### src/rtl/filter_coef_sequencer.sv
// filter_coef_sequencer
//   Steers a stream of 32-bit coefficient words into the LPF_X, LPF_Y and
//   Hilbert FIRs (in that order). After loading, it pulses clr to flush the
//   filter state, then lets samples through by dropping stall in RUN.
//
// Ports
//   clk, rst      rising-edge clock, synchronous active-high reset
//   start         request a (re)load; honoured in IDLE and RUN only
//   abort         abandon any load and return to IDLE (beats start/accept)
//   coef_data     coefficient word, accepted when coef_valid && coef_ready
//   coef_valid    coef_data is valid
//   coef_ready    high in the three LOAD states
//   sample_valid  upstream sample present
//   cr            registered coefficient bus to the filter bank
//   we_lpf_x/_y   one-cycle write strobes, one cycle after the accept
//   we_htf        Hilbert write strobe, one cycle after the accept
//   clr           held for CLR_CYCLES cycles right after the last we_htf
//   stall         low only in RUN while sample_valid is high
//   busy          high in every state except IDLE and RUN
//   done          one-cycle pulse on the first RUN cycle
module filter_coef_sequencer #(
  parameter int LPF_TAP    = 32,
  parameter int HPF_TAP    = 96,
  parameter int CNT_W      = 8,
  parameter int CLR_CYCLES = 2
) (
  input  logic        clk,
  input  logic        rst,
  input  logic        start,
  input  logic        abort,
  input  logic [31:0] coef_data,
  input  logic        coef_valid,
  output logic        coef_ready,
  input  logic        sample_valid,
  output logic [31:0] cr,
  output logic        we_lpf_x,
  output logic        we_lpf_y,
  output logic        we_htf,
  output logic        clr,
  output logic        stall,
  output logic        busy,
  output logic        done
);

  typedef enum logic [2:0] {
    ST_IDLE   = 3'd0,
    ST_LOAD_X = 3'd1,
    ST_LOAD_Y = 3'd2,
    ST_LOAD_H = 3'd3,
    ST_CLR    = 3'd4,
    ST_RUN    = 3'd5
  } state_t;

  localparam logic [CNT_W-1:0] LPF_LAST = CNT_W'(LPF_TAP - 1);
  localparam logic [CNT_W-1:0] HPF_LAST = CNT_W'(HPF_TAP - 1);
  // In CLR the counter spans the we_htf cycle plus CLR_CYCLES clr cycles.
  localparam logic [CNT_W-1:0] CLR_LAST = CNT_W'(CLR_CYCLES);
  localparam logic [CNT_W-1:0] CNT_ZERO = {CNT_W{1'b0}};
  localparam logic [CNT_W-1:0] CNT_ONE  = CNT_W'(1);

  state_t           state_r, state_s;
  logic [CNT_W-1:0] cnt_r, cnt_s;
  logic             accept_s;
  logic [31:0]      cr_r;
  logic             we_x_r, we_y_r, we_h_r, clr_r, done_r;

  // Handshake and status outputs decoded straight from the state register.
  always_comb begin
    coef_ready = 1'b0;
    busy       = 1'b0;
    stall      = 1'b1;
    case (state_r)
      ST_LOAD_X, ST_LOAD_Y, ST_LOAD_H: begin
        coef_ready = 1'b1;
        busy       = 1'b1;
      end
      ST_CLR: begin
        busy = 1'b1;
      end
      ST_RUN: begin
        stall = ~sample_valid;
      end
      default: begin
        coef_ready = 1'b0;
      end
    endcase
  end

  // Next-state and counter logic; abort overrides everything else.
  always_comb begin
    state_s  = state_r;
    cnt_s    = cnt_r;
    accept_s = coef_valid & coef_ready & ~abort;
    if (abort) begin
      state_s = ST_IDLE;
      cnt_s   = CNT_ZERO;
    end else begin
      case (state_r)
        ST_IDLE, ST_RUN: begin
          if (start) begin
            state_s = ST_LOAD_X;
            cnt_s   = CNT_ZERO;
          end else begin
            state_s = state_r;
          end
        end
        ST_LOAD_X, ST_LOAD_Y: begin
          if (accept_s && (cnt_r == LPF_LAST)) begin
            state_s = (state_r == ST_LOAD_X) ? ST_LOAD_Y : ST_LOAD_H;
            cnt_s   = CNT_ZERO;
          end else if (accept_s) begin
            cnt_s = cnt_r + CNT_ONE;
          end else begin
            cnt_s = cnt_r;
          end
        end
        ST_LOAD_H: begin
          if (accept_s && (cnt_r == HPF_LAST)) begin
            state_s = ST_CLR;
            cnt_s   = CNT_ZERO;
          end else if (accept_s) begin
            cnt_s = cnt_r + CNT_ONE;
          end else begin
            cnt_s = cnt_r;
          end
        end
        ST_CLR: begin
          if (cnt_r == CLR_LAST) begin
            state_s = ST_RUN;
            cnt_s   = CNT_ZERO;
          end else begin
            cnt_s = cnt_r + CNT_ONE;
          end
        end
        default: begin
          state_s = ST_IDLE;
          cnt_s   = CNT_ZERO;
        end
      endcase
    end
  end

  // State, counter and registered filter-bank strobes.
  always_ff @(posedge clk) begin
    if (rst) begin
      state_r <= ST_IDLE;
      cnt_r   <= CNT_ZERO;
      cr_r    <= 32'h0000_0000;
      we_x_r  <= 1'b0;
      we_y_r  <= 1'b0;
      we_h_r  <= 1'b0;
      clr_r   <= 1'b0;
      done_r  <= 1'b0;
    end else begin
      state_r <= state_s;
      cnt_r   <= cnt_s;
      if (accept_s) begin
        cr_r <= coef_data;
      end
      we_x_r <= accept_s & (state_r == ST_LOAD_X);
      we_y_r <= accept_s & (state_r == ST_LOAD_Y);
      we_h_r <= accept_s & (state_r == ST_LOAD_H);
      // The first CLR cycle carries the final we_htf, so clr starts one later.
      clr_r  <= ~abort & (state_r == ST_CLR) & (cnt_r != CLR_LAST);
      done_r <= (state_s == ST_RUN) & (state_r != ST_RUN);
    end
  end

  assign cr       = cr_r;
  assign we_lpf_x = we_x_r;
  assign we_lpf_y = we_y_r;
  assign we_htf   = we_h_r;
  assign clr      = clr_r;
  assign done     = done_r;

endmodule

### config.mk
export PLATFORM = sky130hd
export DESIGN_NAME = filter_coef_sequencer
export DESIGN_NICKNAME = d
export VERILOG_FILES = /design/src/rtl/filter_coef_sequencer.sv
export SDC_FILE = /design/constraint.sdc
export NUM_CORES = 1
export LEC_CHECK = 0
export ABC_AREA = 0
export ABC_CLOCK_PERIOD_IN_PS = 1800
export CAP_MARGIN = 30
export CORE_MARGIN = 1.5
export CORE_UTILIZATION = 43
export DETAILED_ROUTE_END_ITERATION = 7
export GPL_TIMING_DRIVEN = 1
export PLACE_DENSITY = 0.87
export SLEW_MARGIN = 15
export SYNTH_ARGS = -nofsm -noshare
export SYNTH_HDL_FRONTEND = slang
export SYNTH_SLANG_ARGS = --single-unit
### constraint.sdc
create_clock -name clk -period 1.8 [get_ports clk]
set_input_delay 0.54 -clock clk [delete_from_list [all_inputs] [get_ports clk]]
set_output_delay 0.54 -clock clk [all_outputs]
set_load 0.02 [all_outputs]
# Word-level counts from Yosys, hierarchy flattened
# Cells that the tools add are included.
# totals
latchBits,0
input_bits,38
output_inout_bits,40
ram_bits,0
n_memories,0
mem_bits_ro,0
reg_bits,48
word_cells,55
# op_classes
n_eq_ne,12
div_mod_pow,0
shifts,0
n_bitwise,10
magnitude_cmp,0
addsub,1
muxes,16
n_reduce_logical,8
n_mul,0
# op_table
cell,n
8-bit two-way mux,5
8-bit one-hot mux with 4 select lines,1
3-bit two-way mux,5
3-bit one-hot mux with 4 select lines,1
3-bit equality test (second input constant),3
8-bit by 1-bit adder with 8-bit output (second input constant),1
1-bit bitwise AND,8
8-bit by 2-bit equality test with 1-bit output (second input constant),1
8-bit by 5-bit equality test with 1-bit output (second input constant),1
8-bit by 7-bit equality test with 1-bit output (second input constant),1
8-bit by 2-bit inequality test with 1-bit output (second input constant),1
3-bit by 2-bit equality test with 1-bit output (second input constant),2
2-bit OR reduction,3
1-bit two-way mux,4
4-bit OR reduction,1
3-bit by 1-bit equality test with 1-bit output (second input constant),1
3-bit logical NOT,1
3-bit inequality test (second input constant),1
3-bit OR reduction,1
1-bit logical AND,2
2-bit inequality test (second input constant),1
1-bit inverter,2

# Logic depth before layout (Yosys ltp)
# logic_depth
depth_word,11
depth_mapped,8

# Worst setup path before layout
# Ideal clock, no wire load.
# synth_path
path_kind,flip-flop to flip-flop
from,register cnt_r[0]
to,register cnt_r[3]
required_time_ps,1668
setup_slack_ps,123
setup_ps,132
path_stages_with_launch,9
arrival_ps,1545
period_less_slack_ps,1677
n_path_buf,1
path_cell_list,dfxtp_1 inv_1 ha_1 or3b_2 o21ai_2 nand3_2 buf_6 a22oi_1 a21oi_1
# synth_between
elab_chain_cells,4
elab_cells_between_ends,11
cone_classes,add/sub (1); eq/ne (3); mux (5); reduce/logical (2)
# synth_lines
item,line,rtl
"start, declared",62,"logic [CNT_W-1:0] cnt_r, cnt_s;"
"start signal, assigned",156,cnt_r <= cnt_s;
"8-bit by 1-bit adder with 8-bit output, or another cell as far along","112, 122, 132",
"8-bit two-way mux, or another cell as far along","111, 121",
8-bit two-way mux (on tied branches),"118, 108",
8-bit one-hot mux with 4 select lines (*),98,case (state_r)
# Mark *: on every way between the ends. The rest lies on a longest branch, timed or not.
# A chain may end at the register's enable or synchronous reset.

# Final worst setup path
# layout_path
from,register state_r[1]
to,register cnt_r[0]
# layout_between
elab_chain_cells,8
elab_cells_between_ends,19
cone_classes,eq/ne (6); mux (5); bitwise (2); reduce/logical (6)
# layout_lines
item,line,rtl
"start, declared",61,"state_t state_r, state_s;"
"start signal, assigned",155,state_r <= state_s;
3-bit by 1-bit equality test with 1-bit output / 3-bit by 2-bit equality test with 1-bit output (equally long branches),"72, 98",
3-bit OR reduction,--,
1-bit two-way mux,72,case (state_r)
1-bit bitwise AND (2 in series),93,accept_s = coef_valid & coef_ready & ~abort;
"8-bit two-way mux, or another cell as far along",--,
8-bit two-way mux (on tied branches),"118, 108",
8-bit one-hot mux with 4 select lines,98,
# Several ways; a longest one is shown, not always the timed one.

==> flow_metrics.tcl <==
set metrics [dict create \
    ios 78 \
    synth-edff-count 0 \
    dieArea_um2 5200 \
    worstPathArrival_ps 1970 \
    cap_violations 0 \
    hold_buffers 0 \
    dr.first_iter.drc_count 126 \
    initial_core_util_pct 45.9 \
    syn_inst 264 \
    hold_violations 0 \
    grt_pass1_wl_um 9240 \
    crit_type "reg -> reg" \
    cts_max_level 2 \
    cp-end-kind "flip-flop" \
    period_needed_ps 1770 \
    cts_root_buf "clkbuf_8" \
    dr.pass1.iters 4 \
    insertion_delay_ps 310 \
    synth_top_flop_cell "dfxtp_1" \
    avgSynthCellArea_um2 7.77 \
    fin_ws_ps 25.2 \
    whs_ps 452 \
    grt_max_degree 21 \
    cts-buffers-inserted 5 \
    grt_pass1_vias 2040 \
    internal-power_w 0.00163 \
    period_share_pct 98.6 \
    power.net_switching_w 0.000503 \
    hold_class "reg -> reg" \
    route.vias.total 2211 \
    synth_common_cells "nand2_1, dfxtp_1, a21oi_1" \
    finalInstanceArea_um2 3380 \
    dp_hpwl_um 3880 \
    wl_per_cell_um 14.2 \
    status "finished clean" \
    synth.area.top_cells "dfxtp_1, nand2_1, a21oi_1, clkbuf_1, nor2_1" \
    p_leak_nw 1.75 \
    viasPerCell 5.25 \
    fp-row-count 24 \
    combPwrFrac_pct 11.8 \
    nNetsFinal 408 \
    fmax_mhz 563 \
    hold_path_startpoint "cr[3]" \
    r2r_end "cnt_r[0]" \
    grt_remaining_overflow 0 \
    swShare_pct 23.6 \
    synth-seq-area-share_pct 46.8 \
    place_area_um2 3060 \
    synth_cell_types 47 \
    area_delta_synth_final_pct 64.9 \
    required_ps 2000 \
    finalSetupViolCount 0 \
    maxSlewViolCount 0 \
    synth-seq-cells 48 \
    synthesis.area_um2 2050 \
    tightest_slew_ps 286 \
    place_congestion 0.887 \
    skew_ps 4.84 \
    clkPwrFrac_pct 37.7 \
    ant_nets 0 \
    fin_total_pwr_w 0.00214 \
    drive_gt1_share_pct 19.5 \
    fin_util_pct 75.6 \
    cts_tree "yes" \
    share_seq_of_total_power_pct 50.5 \
    syn_nets 304 \
    drc_errors 0 \
    post-synth-top-count-cell "nand2_1" \
    start_kind "flip-flop" \
    cp_max_fo 11 \
    synth_top_area_share_pct 46.8 \
    slew_headroom_pct 80.7 \
    r2r_cells 8 \
    wl_um 6000 \
    synth_top_cell_by_area "dfxtp_1" \
    track_usage_pct 22.1 \
    die_y_um 72.1 \
    ys.warnings.count 0 \
    min_path_cells 2 \
    powerDensity_nw_per_um2 631 \
    postSynth.asyncResetShare_pct 0 \
    port_buffers 77 \
    core-area_um2 4470 \
    antenna_found_initial 0 \
    die_x_um 72.1 \
    rrSetupSlack_ps 30 \
    whs_endpoint "cr[3]" \
    rr_startpoint "state_r[1]" \
    cts_num_sinks 48 \
    cts_buffer_depth 2 \
    peakVddDrop_v 0.000586 \
    clkTransAtPathRegs_ps 90 \
    diodes 0 \
    place_ws_ps -414 \
]
## critical path: stages (launching register included)
cell and delay, ps:
dfxtp_1 330, buf_4 180, o21ba_2 240, buf_4 150, o211ai_1 90, buf_4 160
nand3_4 90, buf_6 150, o221a_1 260
## layout make-up
class	instances	area (um^2)
flip-flops and latches	48	968
clock inverters	3	46.3
multi-input cells	194	1070
repair buffers	116	1150
well taps	52	65.1
fillers	322	1090
clock buffers	5	68.8
inverters	3	11.3
## layout by cell type, fill, tap and decap left out, types with 2 or more instances in the layout
cell	Yosys	layout
dfxtp_1	48	44
ha_1	2	2
or3b_4	0	2
o211ai_1	3	3
nor2_1	11	8
dfxtp_2	0	3
clkbuf_8	0	5
buf_6	1	3
clkdlybuf4s50_1	0	38
nor2_4	0	2
nand3_1	6	6
o21ai_0	4	3
and2_1	4	4
buf_12	0	2
nor4_1	2	2
buf_4	0	35
inv_1	3	3
nor3_1	4	4
nand3b_1	2	2
dlygate4sd2_1	0	7
buf_2	6	2
a21oi_1	39	38
nand2_1	83	83
dlymetal6s2s_1	0	29
a31oi_1	5	5
## power by group through the flow
| stage | Sequential (W) | Combinational, W | Clock, W |
|---|---|---|---|
| 2_1_floorplan | 0.00112 | 0.0000717 | 0 |
| 3_3_place_gp | 0.00110 | 0.000230 | 0 |
| 3_5_place_dp | 0.00110 | 0.000231 | 0 |
| 4_1_cts | 0.00108 | 0.000232 | 0.000807 |
| 5_1_grt | 0.00108 | 0.000269 | 0.000853 |
| 6_report | 0.00108 | 0.000253 | 0.000806 |
## cell families after synthesis
logic type	after synthesis	share of synthesized area [%]
simple gates	127	28.0
compound gates	62	17.8
flops	48	46.8
buf+inv	22	4.82
xor+xnor	2	0.854
fa+ha+maj	2	1.22
mux	1	0.488
## what timing repair did
action                                  in CTS  in global routing
pin swaps                                    1                  7
endpoints found under the setup margin      52                 40
setup buffers                                3                  3
hold endpoints to repair                     0                  0
gates resized for setup                     24                 52
## stage by stage
stage,setup TNS (ps),cells
6_report,0,421
3_5_place_dp,-15560,407
2_1_floorplan,0,264
3_3_place_gp,-14590,407
4_1_cts,-15.5,418
5_1_grt,-124,421
## layer usage
metal / GRT usage [%] / vias to the layer above / share of wire (%)
li1: - / 1098 / -
met3: 3.61 / 6 / 5.8
met1: 27.4 / 1019 / 42
met5: 0 / - / 0
met2: 38.3 / 88 / 50
met4: 8.81 / 0 / 1.5
## state kept, by name (all words and copies together), names as in the netlist
register / cells
cr: 32
cnt_r: 8
state_r: 3
clr: 1
done: 1
we_htf: 1
we_lpf_x: 1
we_lpf_y: 1
## how the worst max path moves through the flow
stage | startpoint | end | slack (ps) | cells after the start
detailed placement | sample_valid | stall | -410 | 3
floorplan | cnt_r[0] | cnt_r[3] | 120 | 8
finish | state_r[1] | cnt_r[0] | 30 | 8
global placement | sample_valid | stall | -390 | 3
global route | cnt_r[4] | cnt_r[0] | -30 | 6
CTS | sample_valid | stall | -20 | 3
No activity file was read; power rests on OpenSTA's default activity.
